`config.mk`:
```
export PLATFORM = sky130hd
export DESIGN_NAME = dmem_arbiter
export DESIGN_NICKNAME = d
export VERILOG_FILES = /design/src/rtl/dmem_arbiter.sv
export SDC_FILE = /design/constraint.sdc
export NUM_CORES = 1
export LEC_CHECK = 0
export ABC_AREA = 0
export CAP_MARGIN = 15
export CORE_MARGIN = 2
export CORE_UTILIZATION = 42
export CTS_CLUSTER_DIAMETER = 120
export CTS_CLUSTER_SIZE = 16
export DETAILED_ROUTE_END_ITERATION = 16
export GPL_ROUTABILITY_DRIVEN = 1
export MAX_ROUTING_LAYER = met4
export PLACE_DENSITY_LB_ADDON = 0.25
export SLEW_MARGIN = 15
export SYNTH_ARGS = -nofsm -noshare
export SYNTH_HDL_FRONTEND = slang
export SYNTH_SLANG_ARGS = --single-unit
export TNS_END_PERCENT = 10
```
`constraint.sdc`:
```
create_clock -name i_clk -period 1.85 [get_ports i_clk]
set_input_delay 0.37 -clock i_clk [delete_from_list [all_inputs] [get_ports i_clk]]
set_output_delay 0.37 -clock i_clk [all_outputs]
set_load 0.02 [all_outputs]
```
`src/rtl/dmem_arbiter.sv`:
```
// Two-port arbiter for the single-port data memory: round-robin or fixed
// priority grant, serialised accesses, and read-modify-write for sub-word stores.
module dmem_arbiter #(
    parameter bit RR_EN = 1'b1
) (
    input  logic        i_clk,
    input  logic        i_rst,
    input  logic        i_c0_req,
    input  logic        i_c0_we,
    input  logic [13:0] i_c0_addr,
    input  logic [31:0] i_c0_wdata,
    input  logic [3:0]  i_c0_be,
    output logic        o_c0_gnt,
    output logic        o_c0_rvalid,
    output logic [31:0] o_c0_rdata,
    input  logic        i_c1_req,
    input  logic        i_c1_we,
    input  logic [13:0] i_c1_addr,
    input  logic [31:0] i_c1_wdata,
    input  logic [3:0]  i_c1_be,
    output logic        o_c1_gnt,
    output logic        o_c1_rvalid,
    output logic [31:0] o_c1_rdata,
    output logic        o_mem_enb,
    output logic        o_mem_wren,
    output logic [13:0] o_mem_addr,
    output logic [31:0] o_mem_wdata,
    input  logic [31:0] i_mem_rdata,
    output logic        o_busy
);

    typedef enum logic [1:0] {IDLE, ACCESS, WRBACK} state_t;

    state_t      state, state_nxt;
    logic        ptr;
    logic        win;
    logic        port_p0;
    logic        we_p0;
    logic [13:0] addr_p0;
    logic [31:0] wdata_p0;
    logic [3:0]  be_p0;
    logic [31:0] merge_p1;
    logic [31:0] wdata_hold;
    logic [31:0] mem_wdata;
    logic        partial;

    function automatic logic [31:0] merge_bytes(input logic [31:0] wd,
                                                input logic [31:0] rd,
                                                input logic [3:0]  be);
        logic [31:0] m;
        for (int k = 0; k < 4; k++)
            m[8*k +: 8] = be[k] ? wd[8*k +: 8] : rd[8*k +: 8];
        return m;
    endfunction

    assign partial = we_p0 && (be_p0 != 4'hF) && (be_p0 != 4'h0);

    always_comb begin
        state_nxt = state;
        win       = 1'b0;
        o_c0_gnt  = 1'b0;
        o_c1_gnt  = 1'b0;
        case (state)
            IDLE: begin
                if (!i_rst && (i_c0_req || i_c1_req)) begin
                    // Pointer only matters when both ports contend
                    if (i_c0_req && i_c1_req)
                        win = RR_EN ? ptr : 1'b0;
                    else
                        win = i_c1_req;
                    o_c0_gnt  = !win;
                    o_c1_gnt  = win;
                    state_nxt = ACCESS;
                end
            end
            ACCESS:  state_nxt = partial ? WRBACK : IDLE;
            WRBACK:  state_nxt = IDLE;
            default: state_nxt = IDLE;
        endcase
    end

    always_comb begin
        case (state)
            ACCESS:  mem_wdata = wdata_p0;
            WRBACK:  mem_wdata = merge_p1;
            default: mem_wdata = wdata_hold;
        endcase
    end

    assign o_mem_enb   = (state != IDLE);
    assign o_mem_wren  = !i_rst && ((state == ACCESS && we_p0 && be_p0 == 4'hF) ||
                                    (state == WRBACK));
    assign o_mem_addr  = addr_p0;
    assign o_mem_wdata = mem_wdata;
    assign o_busy      = (state != IDLE);

    always_ff @(posedge i_clk) begin
        if (i_rst) begin
            state       <= IDLE;
            ptr         <= 1'b0;
            port_p0     <= 1'b0;
            we_p0       <= 1'b0;
            addr_p0     <= '0;
            wdata_p0    <= '0;
            be_p0       <= '0;
            merge_p1    <= '0;
            wdata_hold  <= '0;
            o_c0_rvalid <= 1'b0;
            o_c1_rvalid <= 1'b0;
            o_c0_rdata  <= '0;
            o_c1_rdata  <= '0;
        end else begin
            state       <= state_nxt;
            o_c0_rvalid <= 1'b0;
            o_c1_rvalid <= 1'b0;
            // Stage p0: capture the granted request
            if (o_c0_gnt || o_c1_gnt) begin
                port_p0  <= o_c1_gnt;
                we_p0    <= o_c1_gnt ? i_c1_we    : i_c0_we;
                addr_p0  <= o_c1_gnt ? i_c1_addr  : i_c0_addr;
                wdata_p0 <= o_c1_gnt ? i_c1_wdata : i_c0_wdata;
                be_p0    <= o_c1_gnt ? i_c1_be    : i_c0_be;
                ptr      <= o_c0_gnt;
            end
            // Stage p1: memory access, load return or byte merge
            if (state == ACCESS) begin
                if (!we_p0) begin
                    if (port_p0) begin
                        o_c1_rdata  <= i_mem_rdata;
                        o_c1_rvalid <= 1'b1;
                    end else begin
                        o_c0_rdata  <= i_mem_rdata;
                        o_c0_rvalid <= 1'b1;
                    end
                end else if (partial) begin
                    merge_p1 <= merge_bytes(wdata_p0, i_mem_rdata, be_p0);
                end
            end
            // Keep the last driven write data visible while idle
            if (state != IDLE)
                wdata_hold <= mem_wdata;
        end
    end

endmodule

```
# After elaboration in Yosys (flattened, before gate mapping)
# Index checks and enable logic that the tools add are counted.
[classes] addsub=0 n_lt_le_gt_ge=0 n_reduce_logical=19 shift=0 mul=0 div_mod_pow=0 n_eq_ne=5 muxes=21 bitwise_logic=3
[ops] operator="one-hot mux 32 bit (2 select lines)" count=1
[ops] operator="two-way mux 32 bit" count=1
[ops] operator="two-way mux 8 bit" count=4
[ops] operator="two-way mux 14 bit" count=1
[ops] operator="two-way mux 1 bit" count=10
[ops] operator="AND reduction 3 bit" count=3
[ops] operator="logical AND 1 bit" count=7
[ops] operator="== test 4 bit, second input constant" count=1
[ops] operator="two-way mux 2 bit" count=2
[ops] operator="two-way mux 4 bit" count=1
[ops] operator="!= test 4 bit, second input constant" count=1
[ops] operator="one-hot mux 2 bit (2 select lines)" count=1
[ops] operator="nonzero test 4 bit" count=1
[ops] operator="logical OR 1 bit" count=3
[ops] operator="NOT 1 bit" count=3
[ops] operator="OR reduction 3 bit" count=1
[ops] operator="== test 2 x 1 -> 1 bit, second input constant" count=1
[ops] operator="== test 2 bit, second input constant" count=1
[ops] operator="logical NOT 1 bit" count=2
[ops] operator="logical NOT 2 bit" count=1
[ops] operator="!= test 2 bit, second input constant" count=1
[ops] operator="nonzero test 2 bit" count=1
[word_totals] memories=0 romBits=0 latch_bits=0 ram_bits=0 word_cells=61 out_inout_bits=117 input_bits=138 ff_bits=185

# Depth between registers and ports, before layout
[logic_depth] word_depth=8 ltp_mapped=9 depth_no_buf=5

# Worst setup path after synthesis
# OpenSTA, ideal clock, no wires.
[synth_timing] kind="register to output" start="register state[0]" end="output o_c1_gnt" path_slack_ns=-0.191 t_required_ns=1.480 path_stages_with_launch=7 n_path_buf=2 arrival_time_ns=1.671 cell_sequence="dfxtp_1 inv_1 ha_1 buf_2 inv_2 nor4b_2 clkbuf_1"
[synth_between] elab_chain_len=2
[synth_rtl] item="start: declaration" line_no="34" text="state_t state, state_nxt;"
[synth_rtl] item="start signal: assignment" line_no="113" text="state <= state_nxt;"
[synth_rtl] item="logical NOT 2 bit" line_no="63" text="case (state)"
[synth_rtl] item="two-way mux 1 bit" line_no="63"
[synth_rtl] item="end: declaration" line_no="21" text="output logic o_c1_gnt,"
# Every way passes these cells.

# Worst setup path after layout
[layout_timing] start="register state[0]" end="output o_mem_wdata[17]"
[layout_between] elab_chain_len=2 elab_cells_between_ends=3
[layout_rtl] item="== test 2 bit or == test 2 x 1 -> 1 bit (tied branches)" line_no="83" text="case (state)"
[layout_rtl] item="one-hot mux 32 bit (2 select lines) *" line_no="83"
[layout_rtl] item="end: declaration" line_no="27" text="output logic [31:0] o_mem_wdata,"
# Mark *: on every way between the ends. The rest lies on a longest branch, timed or not.

==> impl_metrics.env <==
export IMPL_fin_setup_tns_ns=-7.51
export IMPL_critPathKind="reg -> out"
export IMPL_finalInstanceArea_mm2=0.0122
export IMPL_worstPathCellList="inv_4 > ha_4 > buf_12 > buf_16 > a21oi_2 > buf_4"
export IMPL_top_level_ports=255
export IMPL_die_height_um=141
export IMPL_yosysWarningCount=0
export IMPL_routed_via_density=5.58
export IMPL_timing_final_hold_violations=0
export IMPL_first_pass_iters=5
export IMPL_setup_violations=50
export IMPL_cts_num_sinks=185
export IMPL_clk_path_buf_depth=2
export IMPL_nets=1256
export IMPL_post_route_period_util_pct=115
export IMPL_antenna_found_initial=0
export IMPL_synth_edf_count=0
export IMPL_fin_util_pct=67.1
export IMPL_fin_skew_ns=0.0142
export IMPL_drc_errors=0
export IMPL_ir_drop_worst_vdd_uv=650
export IMPL_post_synthesis_async_set_or_reset_flop_share_pct=0
export IMPL_worst_pin_slew_ns=0.470
export IMPL_via_count=7568
export IMPL_pin_count_of_the_biggest_net_entering_global_routing=94
export IMPL_crit_path_max_fanout=8
export IMPL_netlist_area_mm2=0.00784
export IMPL_synth_seq_area_share_pct=47.3
export IMPL_synthesis_nets=1009
export IMPL_cp_required_ns=1.48
export IMPL_fmax_mhz=472
export IMPL_tritoncts_num_buffers=17
export IMPL_hold_slack_ns=0.276
export IMPL_maxCapViolations=0
export IMPL_arrival_ns=1.75
export IMPL_synth_flop_cell="dfxtp_1"
export IMPL_unrepaired_setup_endpoints_after_global_routing="true"
export IMPL_ant_nets=0
export IMPL_root_buffer="clkbuf_16"
export IMPL_clock_latency_ns=0.43
export IMPL_clkSlewWorstSetupHoldPaths_ns=0.07
export IMPL_dieWidth_um=141
export IMPL_failed_checks="negative setup slack"
export IMPL_setup_slack_ns=-0.271
export IMPL_hold_path_class="in -> reg"
export IMPL_final_max_slew_violation_count=0
export IMPL_crit_path_start_kind="flop"
export IMPL_placed_area_mm2=0.0110
export IMPL_critical_path_max_stage_delay_ns=0.36
export IMPL_globalRouteTotalUtil_pct=26.2
export IMPL_worstSetupEndpointType="primary output"
export IMPL_post_route_cells_drive_above_1_share_pct=22.6
export IMPL_synthDistinctLibCells=34
export IMPL_detailedPlace_worstSlack_ns=-0.412
export IMPL_power_leakage_nw=4.16
export IMPL_min_period_ns=2.12
export IMPL_crit_slowest_cell="dfxtp_4"
export IMPL_grt_first_pass_wirelength_um=40100
export IMPL_gp_congestion=0.778
export IMPL_synthesis_instances=868
export IMPL_tritoncts="done"
export IMPL_num_antenna_cells=0
export IMPL_grt_pass1_vias=7526
export IMPL_post_dp_hpwl_um=16200
export IMPL_synth_seq_cells=185
export IMPL_synthesis_area_per_instance_um2=9.03
export IMPL_timing_max_slew_rel_slack_pct=68.7
export IMPL_floorplan_rows=49
export IMPL_p_per_area_mw_per_mm2=875
export IMPL_design_die_area_mm2=0.0198
export IMPL_grt_overflow_total=0
export IMPL_detail_route_wirelength_um=25400
export IMPL_port_buffers=254
export IMPL_post_drt_wl_per_cell_um=18.7
export IMPL_dr_iter_0_viols=445
export IMPL_run_status="finished, violations left"
export IMPL_areaGrowthSynthToFinish_pct=55.4
export IMPL_htree_num_levels=4
export IMPL_coreArea_mm2=0.0181
export IMPL_initial_core_util_pct=43.2
export IMPL_fillCellCount=1449
-- metal layers --
metal | vias up | global-route usage [%] | routed length, µm
li1 | 3675 | - | -
met1 | 3605 | 33.0 | 11200
met2 | 257 | 43.2 | 12300
met3 | 31 | 5.57 | 1530
met4 | 0 | 6.68 | 354
met5 | - | - | 0
-- stage by stage --
| step | total power [mW] | instances |
|---|---|---|
| 2_1_floorplan | 5.68 | 868 |
| 3_3_place_gp | 6.81 | 1308 |
| 3_5_place_dp | 6.85 | 1308 |
| 4_1_cts | 10.7 | 1351 |
| 5_1_grt | 11.1 | 1357 |
| 6_report | 10.7 | 1357 |
-- final timing paths --
path                                 endpoint                        start  slack (ns)  depth (start not counted)
setup / recovery              o_mem_wdata[17]        state[0]$_SDFFE_PP0P_       -0.27                          6
hold / removal          state[0]$_SDFFE_PP0P_                        i_rst        0.28                          3
setup reg to reg  wdata_hold[14]$_SDFFE_PP0N_        state[0]$_SDFFE_PP0P_       -0.07                          9
hold reg to reg   o_c1_rdata[17]$_SDFFE_PP0P_  o_c1_rdata[17]$_SDFFE_PP0P_        0.45                          2
-- flip-flops by register name (all words and copies together), names as in the netlist --
name and cells:
merge_p1 32, o_c1_rvalid 1, we_p0 1, wdata_hold 32, be_p0 4, o_c0_rdata 32
port_p0 1, o_c1_rdata 32, wdata_p0 32, state 2, ptr 1, o_mem_addr 14
o_c0_rvalid 1
-- cells in the final DEF (no fill, tap or decap), drive strengths merged, types with 33 or more instances in the layout --
cell type / n
buf: 106
nor2: 71
a21oi: 98
nor3b: 53
nand2: 130
dfxtp: 185
a22oi: 33
a211oi: 64
a221o: 51
clkdlybuf4s50: 216
-- cells by family after synthesis --
kind of cell / Yosys count / share of synthesized area (%)
flops: 185 / 47.3
simple gates: 269 / 16.1
mux: 32 / 4.09
buf+inv: 98 / 5.17
compound gates: 281 / 26.9
fa+ha+maj: 3 / 0.479
-- timing repair --
action,in CTS,in global routing
pin swaps,51,13
setup buffers,6,5
cloned,5,1
hold buffers,0,0
endpoints found under the setup margin,126,125
resized for setup,262,12
-- report_power, final --
group          switching [mW]  leakage, nW  internal (mW)
sequential              0.177         1.51           4.24
combinational            1.32         2.37           1.26
clock                    1.71        0.285           1.95
-- synthesized netlist by cell type, drive strengths merged (2+ instances only) --
master	n	area [µm²]
buf	18	105
nand3b	2	15.0
a221o	51	510
a211oi	64	631
inv	3	11.3
a31oi	32	200
clkbuf	77	289
mux2i	32	320
a22oi	33	248
nand2	130	488
dfxtp	185	3700
ha	3	37.5
nor3	2	10.0
nor2b	2	12.5
nor3b	53	398
nor2	71	267
a21oi	98	490
-- layout make-up --
type | instances | area, µm² | share of cell area [%]
clock inverters | 14 | 150 | 1.23
repair buffers | 323 | 3430 | 28.1
flip-flops and latches | 185 | 3710 | 30.4
well taps | 229 | 287 | 2.35
inverters | 3 | 18.8 | 0.154
multi-input cells | 585 | 4150 | 34.1
clock buffers | 18 | 439 | 3.61
-- critical path, delay by kind of cell (launching register included) --
kind | cells | cell delay [ns]
DFF | 1 | 0.36
AOI/OAI and AO/OA | 1 | 0.17
adders and majority gates | 1 | 0.28
buffers and inverters | 4 | 0.51
Power figures use the tool's default switching activity.
